--- config.mk ---
export PLATFORM = sky130hd
export DESIGN_NAME = and_share_arb
export DESIGN_NICKNAME = d
export VERILOG_FILES = /design/src/rtl/and_share_arb.sv
export SDC_FILE = /design/constraint.sdc
export NUM_CORES = 1
export LEC_CHECK = 0
export ABC_AREA = 1
export ABC_CLOCK_PERIOD_IN_PS = 5300
export CAP_MARGIN = 10
export CORE_ASPECT_RATIO = 0.6
export CORE_UTILIZATION = 53
export DETAILED_ROUTE_END_ITERATION = 6
export GPL_TIMING_DRIVEN = 0
export HOLD_SLACK_MARGIN = 0.15
export PLACE_DENSITY = 0.84
export REMOVE_ABC_BUFFERS = 1
export SLEW_MARGIN = 20
export SYNTH_ARGS = -nofsm -noshare
export SYNTH_HDL_FRONTEND = slang
export SYNTH_SLANG_ARGS = --single-unit
--- constraint.sdc ---
create_clock -name clk -period 5.3 [get_ports clk]
set_clock_uncertainty 0.15 [all_clocks]
set_input_delay 1.06 -clock clk [delete_from_list [all_inputs] [get_ports clk]]
set_output_delay 1.06 -clock clk [all_outputs]
set_load 0.005 [all_outputs]
--- src/rtl/and_share_arb.sv ---
// Round-robin arbiter feeding one shared AND cell, with a per-requester tie mode on operand B.
// Latency: 1 cycle. The grant is combinational and the result is registered on the next edge.
// Backpressure: a held result (res_valid & !res_ready) blocks all grants until it is accepted.
module and_share_arb #(
  parameter int N   = 4,
  parameter int IDW = 2
) (
  input  logic           clk,
  input  logic           rst,
  input  logic [N-1:0]   req,
  input  logic [N-1:0]   a,
  input  logic [N-1:0]   b,
  output logic [N-1:0]   gnt,
  input  logic           cfg_we,
  input  logic [IDW-1:0] cfg_idx,
  input  logic [1:0]     cfg_tie,
  output logic           res_valid,
  input  logic           res_ready,
  output logic [IDW-1:0] res_id,
  output logic           res_y
);

  localparam logic [1:0] TIE_B   = 2'b00;
  localparam logic [1:0] TIE_GND = 2'b01;
  localparam logic [1:0] TIE_VCC = 2'b10;

  logic [IDW-1:0] rr_ptr_q, rr_ptr_d;
  logic           res_valid_q, res_valid_d;
  logic [IDW-1:0] res_id_q, res_id_d;
  logic           res_y_q, res_y_d;
  logic [1:0]     tie_q [N];
  logic [1:0]     tie_d [N];

  logic           free;
  logic           gnt_vld;
  logic [IDW-1:0] gnt_idx;
  logic           b_eff;
  logic [1:0]     tie_sel;

  // Scan requests starting at rr_ptr and grant the first one, if the result slot is free.
  always_comb begin
    int idx;
    free    = !res_valid_q || res_ready;
    gnt     = '0;
    gnt_vld = 1'b0;
    gnt_idx = '0;
    idx     = 0;
    if (!rst && free) begin
      for (int k = 0; k < N; k++) begin
        idx = int'(rr_ptr_q) + k;
        if (idx >= N) idx = idx - N;
        if (!gnt_vld && req[idx]) begin
          gnt_vld  = 1'b1;
          gnt_idx  = IDW'(idx);
          gnt[idx] = 1'b1;
        end
      end
    end
  end

  // Resolve operand B through the granted requester's tie mode; don't-care resolves to 0.
  always_comb begin
    tie_sel = tie_q[gnt_idx];
    case (tie_sel)
      TIE_B:   b_eff = b[gnt_idx];
      TIE_GND: b_eff = 1'b0;
      TIE_VCC: b_eff = 1'b1;
      default: b_eff = 1'b0;
    endcase
  end

  // Next state for the result slot, the round-robin pointer and the tie registers.
  always_comb begin
    res_valid_d = res_valid_q;
    res_id_d    = res_id_q;
    res_y_d     = res_y_q;
    rr_ptr_d    = rr_ptr_q;
    tie_d       = tie_q;
    if (gnt_vld) begin
      res_valid_d = 1'b1;
      res_id_d    = gnt_idx;
      res_y_d     = a[gnt_idx] & b_eff;
      rr_ptr_d    = (int'(gnt_idx) == N - 1) ? '0 : gnt_idx + IDW'(1);
    end else if (res_ready) begin
      res_valid_d = 1'b0;
    end
    // The grant above reads tie_q, so a write to the granted index only affects later grants.
    if (cfg_we && (int'(cfg_idx) < N)) begin
      tie_d[cfg_idx] = cfg_tie;
    end
  end

  // State registers with asynchronous reset.
  always_ff @(posedge clk or posedge rst) begin
    if (rst) begin
      res_valid_q <= 1'b0;
      res_id_q    <= '0;
      res_y_q     <= 1'b0;
      rr_ptr_q    <= '0;
      for (int i = 0; i < N; i++) tie_q[i] <= TIE_B;
    end else begin
      res_valid_q <= res_valid_d;
      res_id_q    <= res_id_d;
      res_y_q     <= res_y_d;
      rr_ptr_q    <= rr_ptr_d;
      tie_q       <= tie_d;
    end
  end

  assign res_valid = res_valid_q;
  assign res_id    = res_id_q;
  assign res_y     = res_y_q;

endmodule

### Yosys cells after proc, flatten, opt, wreduce, memory -nomap -nowiden

Cells that the tools add are included.
W data, S select, Z words.

| word-level totals | value |
|---|---|
| bits in registers | 14 |
| input bits | 20 |
| logic and storage cells | 120 |

| cells by class | value |
|---|---|
| bitwise logic cells | 6 |
| muxes and demuxes | 63 |
| order comparisons | 16 |
| add/sub/neg operators | 8 |
| eq/ne operators | 2 |
| reduce and logical (&&, ||, !) cells | 17 |

Operators by type and width:

| cell | number |
|---|---|
| $mux W32 | 8 |
| $ge A32 B1 Y1 const B | 4 |
| $lt A32 B4 Y1 const B | 4 |
| $mux W4 | 8 |
| $mux W1 | 24 |
| $mux W2 | 9 |
| $ge A3 B3 Y1 const B | 5 |
| $bmux W1 S2 | 6 |
| $or A4 B4 Y4 | 3 |
| $sub A3 B3 Y4 const B | 3 |
| $logic_and A1 B1 Y1 | 9 |
| $bwmux W8 | 1 |
| $demux W1 S2 | 4 |
| $add A2 B2 Y3 const B | 2 |
| $not A2 Y3 | 2 |
| $logic_not A1 Y1 | 5 |
| $bmux W2 S2 | 1 |
| $demux W2 S2 | 1 |
| $sub A2 B3 Y4 const B | 1 |
| $add A2 B1 Y3 const B | 1 |
| $ge A2 B3 Y1 const B | 1 |
| $lt A2 B3 Y1 const B | 1 |
| $lt A3 B1 Y1 const B | 1 |
| $add A2 B1 Y2 const B | 1 |
| other kinds (7) | 7 |

### Depth between registers and ports, before layout

Gate-level depths: netlist of the first run.

| logic depth | value |
|---|---|
| depth after elaboration | 28 |
| gate-level depth with buffers | 14 |
| depth with buffers taken out | 13 |

### Worst setup path after synthesis of the first run

OpenSTA, ideal clock, no wires.

| path | value |
|---|---|
| path type | input to output |
| start point | input req[2] |
| end point | output gnt[1] |
| stages on the path | 11 |
| path buffers | 0 |
| path slack | 2196 ps |
| data required time | 4090 ps |
| arrival time | 1894 ps |
| cell sequence | inv_1 -> nand2_4 -> nand3_2 -> nand2_4 -> nor2_4 -> nand2_1 -> o22ai_1 -> a21oi_1 -> o21ai_0 -> nand2_1 -> inv_1 |

| on the way | value |
|---|---|
| longest elaborated chain between the ends | 17 |
| elaborated cells between the ends (all ways) | 35 |
| those cells by class | 26 x mux; 3 x bitwise; 6 x reduce/logical |

Ends and longest elaborated chain:

| item | line | text |
|---|---|---|
| from (decl) | 10 | `input logic [N-1:0] req,` |
| $bmux W1 S2 | 52 | `if (!gnt_vld && req[idx]) begin` |
| $mux W1 (implied by the code) (2 in series) | 52 |  |
| $mux W1 | 52 |  |
| $mux W1 | 48 | `if (!rst && free) begin` |
| $logic_not A1 Y1 | 52 |  |
| $logic_and A1 B1 Y1 | 52 |  |
| $mux W1 | 52 |  |
| $mux W1 | 48 |  |
| $logic_not A1 Y1 | 52 |  |
| $logic_and A1 B1 Y1 | 52 |  |
| $mux W1 | 52 |  |
| $mux W1 | 48 |  |
| $logic_not A1 Y1 | 52 |  |
| $logic_and A1 B1 Y1 | 52 |  |
| $mux W4 * | 52 |  |
| $mux W4 * | 48 |  |
| to (decl) | 13 | `output logic [N-1:0] gnt,` |

Every way passes the cells marked *; elsewhere a longest branch is shown, timed or not. The select of a mux whose other input is x is not followed.

### Worst setup path after layout of the first run

| path | value |
|---|---|
| start point | input req[3] |
| end point | output gnt[0] |

The elaborated chain is that of the path after synthesis.

==> key figures, run 1 <==
Cells and area
  • Share of final-layout standard cells stronger than drive strength 1: 0.187
  • Commonest cells after routing, fill and taps aside: nand2_1 (34), clkdlybuf4s50_1 (27), inv_1 (25)
  • Leading cell type in the layout, fill and taps excluded: nand2_1
  • Layout overhead on the synthesized area: 29.1%
  • Inserted Diodes: 0
  • Cell area after layout: 0.00155 mm²
  • Area taken by multi-input logic gates: between 700 and 800 µm²
  • Number of filler cells placed in the layout: 143
  • Register cell area after layout: about 350 µm²
  • Layout Nets: around 220

Floorplan
  • Overall die height: between 30 and 40 µm
  • Core region area: approximately 0.0020 mm²
  • Initial standard-cell utilization of the core: 0.605
  • Overall die width: 63.4 µm
  • FP Rows: 12
  • Area enclosed by the die boundary: between 0.002 and 0.0025 mm²
  • Ports placed on the boundary: 28

GRT
  • Global Route Usage Sum: 0.265
  • Via count of the first global-routing pass: between 1000 and 1500
  • Number of antenna violations at the first check in global routing: 0
  • Wire length of the first global-routing pass: around 4700 µm
  • Maximum number of pins on one net before global-route repair: 15
  • Leftover overflow at the end of global routing: 0

STA
  • Setup repair after global routing missed its margin: false
  • Period utilisation layout: 0.815
  • Highest clock rate: approximately 230 MHz
  • Post-route minimum period: between 4 and 5 ns
  • Accumulated negative setup slack: 0 ns
  • Max-slew violations: 0
  • Final Hold Fails: 0
  • Setup Viol. Count Final: 0
  • Slew at the pin with the worst max-slew slack: ~0.54 ns
  • Rel. slew slack: 0.636

Outcome
  • Result of the run: finished, final reports clean

Min path
  • Terminating pin of the worst hold path: res_y
  • Cells on Worst Hold Path: 2
  • Worst Hold Class: reg -> reg
  • Hold path startpoint: res_y

Clocking
  • Worst-path clk slew: roughly 0.060 ns
  • H-tree Lvls: 1
  • Resized Gates After CTS: 0
  • Clock Tree Root: clkbuf_8
  • Buffers from clock root to sink, at most: 2
  • Clk Latency, worst-skew pair: 0.25 ns
  • Setup repair bufs after CTS: 0
  • Number of hold-repair buffers added at the cts stage: 0
  • Num CTS Buffers: 3
  • TritonCTS clock tree: yes
  • Total clock sinks: 14

Pwr
  • Relative contribution of combinational cells to total power: 0.673
  • Relative contribution of the clock network to total power: 0.121
  • Proportion of total power due to net switching: 0.504
  • Worst vdd rail ir drop: approximately 0.38 mV
  • Internal Pwr Total: 424 µW
  • Sequential share of power: 0.206
  • Leak pwr: about 0.79 nW
  • NetSw: between 400 and 500 µW
  • Power per unit of standard cell area: between 500 and 600 mW/mm²

Worst setup path
  • Count of cells along the worst register-to-register path: 13
  • Origin of the critical flop-to-flop path: rr_ptr_q[0]
  • Reg2Reg Setup Slack: 2.82 ns
  • Largest driver fanout on the critical path: 5
  • Critical path arrival: just over 3 ns
  • Startpoint class of the critical path: input pin
  • Required arrival time at the worst endpoint: between 4 and 5 ns
  • WS Path Type: in -> out
  • Critical path endpoint category: output pin
  • R2R Path End: res_y

Placement
  • Detailed placement HPWL: 2220 µm
  • Final weighted congestion of routability-driven global placement: about 0.9
  • Port Buf Inserts: 27
  • Placed standard-cell area: between 0.001 and 0.0015 mm²

Routing
  • Number of iterations in the first detailed-routing pass: 5
  • Via-to-Cell Ratio: 5.42
  • Number of nets still failing antenna checks after routing: 0
  • Total wire length: ~2900 µm
  • Vias after detailed routing: roughly 1200
  • Residual DRC count: 0
  • Average routed wire per standard cell: 12.9 µm
  • DRC violation total after the first TritonRoute iteration: 64

Synth
  • Flops & latches, synth: 14
  • Average cell area after synthesis: roughly 7.4 µm²
  • Proportion of synthesized chip area in sequential cells: 0.292
  • Number of distinct library cells after synthesis: 24
  • Number of warnings printed during yosys synthesis: 0
  • Post-Syn Instances: approximately 160
  • Synthesized cell area: 0.00120 mm²

Flow run
  • Number of maximum-capacitance constraint violations: 0
state kept, by name, indices dropped and copies added, names as in the netlist:
| register | cells |
|---|---|
| res_id | 2 |
| res_valid | 1 |
| res_y | 1 |
| rr_ptr_q | 2 |
| tie_q | 8 |
per-stage QoR:
step	util	hold slack (ns)	worst slack, ns	instances	total power, mW
2_1_floorplan	-	0.304	2.19	162	0.589
3_3_place_gp	0.753	0.314	1.08	217	0.715
3_5_place_dp	0.753	0.318	1.01	217	0.741
4_1_cts	0.781	0.334	1.01	221	0.848
5_1_grt	0.781	0.359	0.760	221	0.926
6_report	0.781	0.332	0.981	221	0.856
area by class of cell:
class,count,share of cell area
timing repair buffer,27,0.175
sequential,14,0.226
tap,28,0.0226
clock buffer,4,0.0356
multi-input combinational,119,0.462
inverter,29,0.0792
per-layer routing:
metal  part of all wire  GRT usage
met1               0.44      0.333
met2               0.45      0.457
met3              0.081     0.0471
met4              0.031      0.119
met5                  0          0
worst max-delay path: stages:
cell and delay (ns):
clkdlybuf4s50_1 0.48, inv_1 0.09, nand2_1 0.07, nand3_2 0.13
nand2_4 0.09, nor2_4 0.14, nand2_1 0.12, o22ai_1 0.16
a21oi_1 0.06, o21ai_0 0.08, nand2_1 0.07, inv_1 0.06
clkdlybuf4s50_1 0.48
logic make-up after synthesis:
family | share of synthesized area
flops | 0.292
simple gates | 0.429
fa+ha+maj | 0.0418
compound gates | 0.125
buf+inv | 0.112
cells in the mapped netlist:
cell type | number | share of area
inv_1 | 25 | 0.078
nand2_4 | 7 | 0.066
buf_6 | 1 | 0.0094
dfrtp_1 | 14 | 0.29
o21ai_2 | 1 | 0.0073
ha_1 | 4 | 0.042
o211ai_1 | 1 | 0.0063
nand3_1 | 14 | 0.058
inv_4 | 2 | 0.010
a21oi_1 | 6 | 0.025
nand4_4 | 1 | 0.018
o22ai_1 | 3 | 0.016
nor2_1 | 8 | 0.025
nand4_1 | 1 | 0.0052
a21boi_1 | 1 | 0.0063
a22oi_1 | 1 | 0.0063
nor2_4 | 1 | 0.0094
nand2_2 | 11 | 0.057
clkinv_2 | 1 | 0.0042
nand3_2 | 7 | 0.058
inv_8 | 1 | 0.0094
nand2_1 | 34 | 0.11
nor3b_1 | 4 | 0.025
o21ai_0 | 14 | 0.058
power by group through the flow:
stage / Combinational (mW) / Clock, mW / Sequential [mW]
final: 0.577 / 0.104 / 0.176
after global routing: 0.637 / 0.110 / 0.180
after detailed placement: 0.565 / 0 / 0.176
after CTS: 0.568 / 0.106 / 0.175
after global placement: 0.539 / 0 / 0.176
after floorplan: 0.420 / 0 / 0.170
how the worst max path moves through the flow:
stage	from	to	slack (ns)
6_report	req[3]	gnt[0]	0.98
5_1_grt	req[1]	gnt[2]	0.76
4_1_cts	req[1]	gnt[2]	1.01
3_5_place_dp	req[1]	gnt[1]	1.01
3_3_place_gp	req[3]	gnt[2]	1.08
2_1_floorplan	req[3]	gnt[1]	2.19
Note: power is estimated with default switching activity, not from simulation.
==> run 2: changes to the inputs <==
- ABC_CLOCK_PERIOD_IN_PS: 5300 -> 3920
- CORE_UTILIZATION: 53 -> 45
- PLACE_DENSITY: 0.84 -> 0.76
- clock period: 5.3 -> 3.92 ns (I/O delays scaled with it)
==> run 2 against run 1 <==
  * The run now ends with design-rule violations left
  * Sequential share of layout area is 0.12 points higher
  * Count of clock-buffer cells in the layout down 1
  * Sequential power is 37% higher
  * Cell count is 1.4% higher
  * Register-to-register slack lost 1.2 ns
  * Wire length fell by 3.1%
  * Critical path type unchanged
  * Critical endpoint is now gnt[2]
==> key figures, run 2 (synthesis results as in run 1) <==
Cells and area
  • Inserted Diodes: 0 (unchanged)
  • Core occupancy in the finished layout: 0.613 (-0.168)
  • Number of cells in the finished layout apart from fillers: 224 (+1.4%)
  • Register cell area after layout: 352 µm² (+0.36%)
  • Most flops, register: tie_q
  • Share of final-layout standard cells stronger than drive strength 1: 0.188 (+0.000972)
  • Area taken by multi-input logic gates: 714 µm² (unchanged)
  • Layout overhead on the synthesized area: 28.9%
  • Commonest cells after routing, fill and taps aside: nand2_1 (34), inv_1 (25), clkdlybuf4s50_1 (25)
  • Layout Nets: 218 (unchanged)
  • Cell area after layout: 0.00155 mm² (-0.16%)
  • Number of filler cells placed in the layout: 228 (+59%)
  • Leading cell type in the layout, fill and taps excluded: nand2_1
  • Flip-flop count of the largest register, all copies and words added: 8 (unchanged)

Routing
  • WL met3: 118 µm (-49%)
  • Vias after detailed routing: 1158 (-3.3%)
  • Number of iterations in the first detailed-routing pass: 6 (+1)
  • Residual DRC count: 1 (+1)
  • Via-to-Cell Ratio: 5.17 (-4.6%)
  • Average routed wire per standard cell: 12.4 µm (-4.4%)
  • Number of nets still failing antenna checks after routing: 0 (unchanged)
  • DRC violation total after the first TritonRoute iteration: 68 (+6.3%)
  • Wire length on met2: 1250 µm (-3.7%)
  • Highest Signal Layer: met3
  • Total wire length: 2770 µm (-3.1%)
  • Length of routed wiring on met1: 1410 µm (+13%)

Worst setup path
  • Critical path endpoint category: output pin
  • Largest driver fanout on the critical path: 5 (unchanged)
  • Worst stage delay on the critical path: 0.48 ns (about the same)
  • Count of cells along the worst register-to-register path: 13 (unchanged)
  • Slowest CP cell: clkdlybuf4s50_1
  • Reg2Reg Setup Slack: 1.59 ns (-1.23 ns)
  • Worst setup path startpoint: req[0]
  • Critical path arrival: 2.77 ns (-0.34 ns)
  • Critical Path Sink: gnt[2]
  • Origin of the critical flop-to-flop path: rr_ptr_q[1]
  • R2R Path End: res_y
  • Startpoint class of the critical path: input pin
  • Cell chain of the critical path: clkdlybuf4s50_1, inv_1, nand2_4, nand3_2, nand2_4, nor2_4, nand2_1, o22ai_1, a21oi_1, o21ai_0, nand2_1, inv_1, clkdlybuf4s50_1
  • Required arrival time at the worst endpoint: 2.99 ns (-1.10 ns)
  • WS Path Type: in -> out

Clocking
  • H-tree Lvls: 1 (unchanged)
  • TritonCTS clock tree: yes
  • Setup repair bufs after CTS: 0 (unchanged)
  • Resized Gates After CTS: 0 (unchanged)
  • Num CTS Buffers: 3 (unchanged)
  • Clk Latency, worst-skew pair: 0.24 ns (about the same)
  • Buffers from clock root to sink, at most: 2 (unchanged)
  • Total clock sinks: 14 (unchanged)
  • Clock Tree Root: clkbuf_8
  • Worst-path clk slew: 0.05 ns (about the same)
  • Number of hold-repair buffers added at the cts stage: 0 (unchanged)

Floorplan
  • FP Rows: 14 (+2)
  • Overall die height: 42.0 µm (+8.1%)
  • Initial standard-cell utilization of the core: 0.475 (-0.130)
  • Ports placed on the boundary: 28 (unchanged)
  • Overall die width: 68.6 µm (+8.3%)
  • Core region area: 0.00252 mm² (+27%)
  • Area enclosed by the die boundary: 0.00288 mm² (+17%)

GRT
  • Wire length of the first global-routing pass: 4820 µm (+2.5%)
  • Maximum number of pins on one net before global-route repair: 15 (unchanged)
  • Via count of the first global-routing pass: 1113 (+5.5%)
  • Leftover overflow at the end of global routing: 0 (unchanged)
  • Number of antenna violations at the first check in global routing: 0 (unchanged)
  • Global Route Usage Sum: 0.223 (-0.0423)

Placement
  • Placed standard-cell area: 0.00150 mm² (+0.34%)
  • Final weighted congestion of routability-driven global placement: 0.807 (-10%)
  • Detailed placement HPWL: 2280 µm (+2.5%)
  • Port Buf Inserts: 27 (unchanged)
  • Number of cells in the design after placement: 221 (+1.8%)

Pwr
  • Sequential share of power: 0.213 (+0.007)
  • Leak pwr: 0.802 nW (+1.3%)
  • Proportion of total power due to net switching: 0.510 (+0.00558)
  • Internal Pwr Total: 554 µW (+30%)
  • NetSw: 576 µW (+33%)
  • Relative contribution of the clock network to total power: 0.102 (-0.019)
  • Relative contribution of combinational cells to total power: 0.685 (+0.012)
  • Power per unit of standard cell area: 731 mW/mm² (+32%)
  • Worst vdd rail ir drop: 0.365 mV (-4.9%)

STA
  • Post-route minimum period: between 3 and 4 ns
  • Rel. slew slack: 0.636 (about the same)
  • Slew at the pin with the worst max-slew slack: 0.545 ns (-0.000209 ns)
  • Setup Viol. Count Final: 0 (unchanged)
  • Max-slew violations: 0 (unchanged)
  • Final Hold Fails: 0 (unchanged)
  • Highest clock rate: approximately 270 MHz
  • Post-Route Hold Slack: 0.342 ns (+0.00967 ns)
  • Period utilisation layout: 0.946
  • Accumulated negative setup slack: 0 ns (unchanged)
  • Setup repair after global routing missed its margin: false

Min path
  • Worst Hold Class: reg -> reg
  • Cells on Worst Hold Path: 2 (unchanged)

Outcome
  • Violated checks: design-rule violations
  • Result of the run: finished with violations

Flow run
  • Number of maximum-capacitance constraint violations: 0 (unchanged)
[run 2: cell count changes in the layout (fill, tap and decap cells not counted)]
cell / change
clkbuf_8: -1
clkdlybuf4s50_1: -2
dlymetal6s2s_1: +2
dfrtp_2: +1
dfrtp_1: -1
[run 2: how the worst min path moves through the flow]
stage	startpoint	to
detailed placement	res_id[0]	res_id[0]
global route	res_id[1]	res_id[1]
finish	tie_q[4]	tie_q[4]
floorplan	tie_q[1]	tie_q[1]
global placement	tie_q[1]	tie_q[1]
CTS	tie_q[1]	tie_q[1]
[run 2: area by class of cell]
class	instances	area share
flip-flops and latches	14	0.228
clock buffers	3	0.0267
repair buffers	27	0.178
multi-input cells	119	0.462
inverters	29	0.0794
well taps	32	0.0259
[run 2: critical path: cells and delay by family]
kind | cells | cell delay (ns)
and+or+nand+nor | 6 | 0.56
AOI/OAI and AO/OA | 3 | 0.28
buffers and inverters | 4 | 1.13
[run 2: per-stage QoR]
step	setup slack, ns	power [mW]
CTS	0.158	1.12
finish	0.212	1.13
global route	0.0306	1.23
detailed placement	0.170	1.00
global placement	0.237	0.969
floorplan	1.18	0.797
[run 2: layer usage]
layer	global-route usage	up-vias
met5	0	-
met4	0.0292	0
met3	0.0326	0
met2	0.355	34
met1	0.325	538
li1	-	586
[run 2: power groups by stage]
stage / clock network (mW) / registers [mW] / logic, mW
2_1_floorplan: 0 / 0.230 / 0.567
3_3_place_gp: 0 / 0.237 / 0.732
3_5_place_dp: 0 / 0.240 / 0.760
4_1_cts: 0.117 / 0.238 / 0.766
5_1_grt: 0.126 / 0.247 / 0.856
6_report: 0.115 / 0.241 / 0.774
==> run 3: changes to the inputs <==
- ABC_CLOCK_PERIOD_IN_PS: 3920 -> 4380
- CORE_UTILIZATION: 45 -> 53
- PLACE_DENSITY: 0.76 -> 0.84
- clock period: 3.92 -> 4.38 ns (I/O delays scaled with it)
==> results of run 3 <==
The final DEF is identical to that of run 1. Status: finished, final reports clean.
Main changes from that run: setup slack after placement 1.01 ns -> 0.456 ns; setup slack after layout 0.981 ns -> 0.429 ns; register-to-register setup slack 2.82 ns -> 1.90 ns; total power 0.856 mW -> 1.04 mW; worst IR drop on VDD 0.384 mV -> 0.464 mV
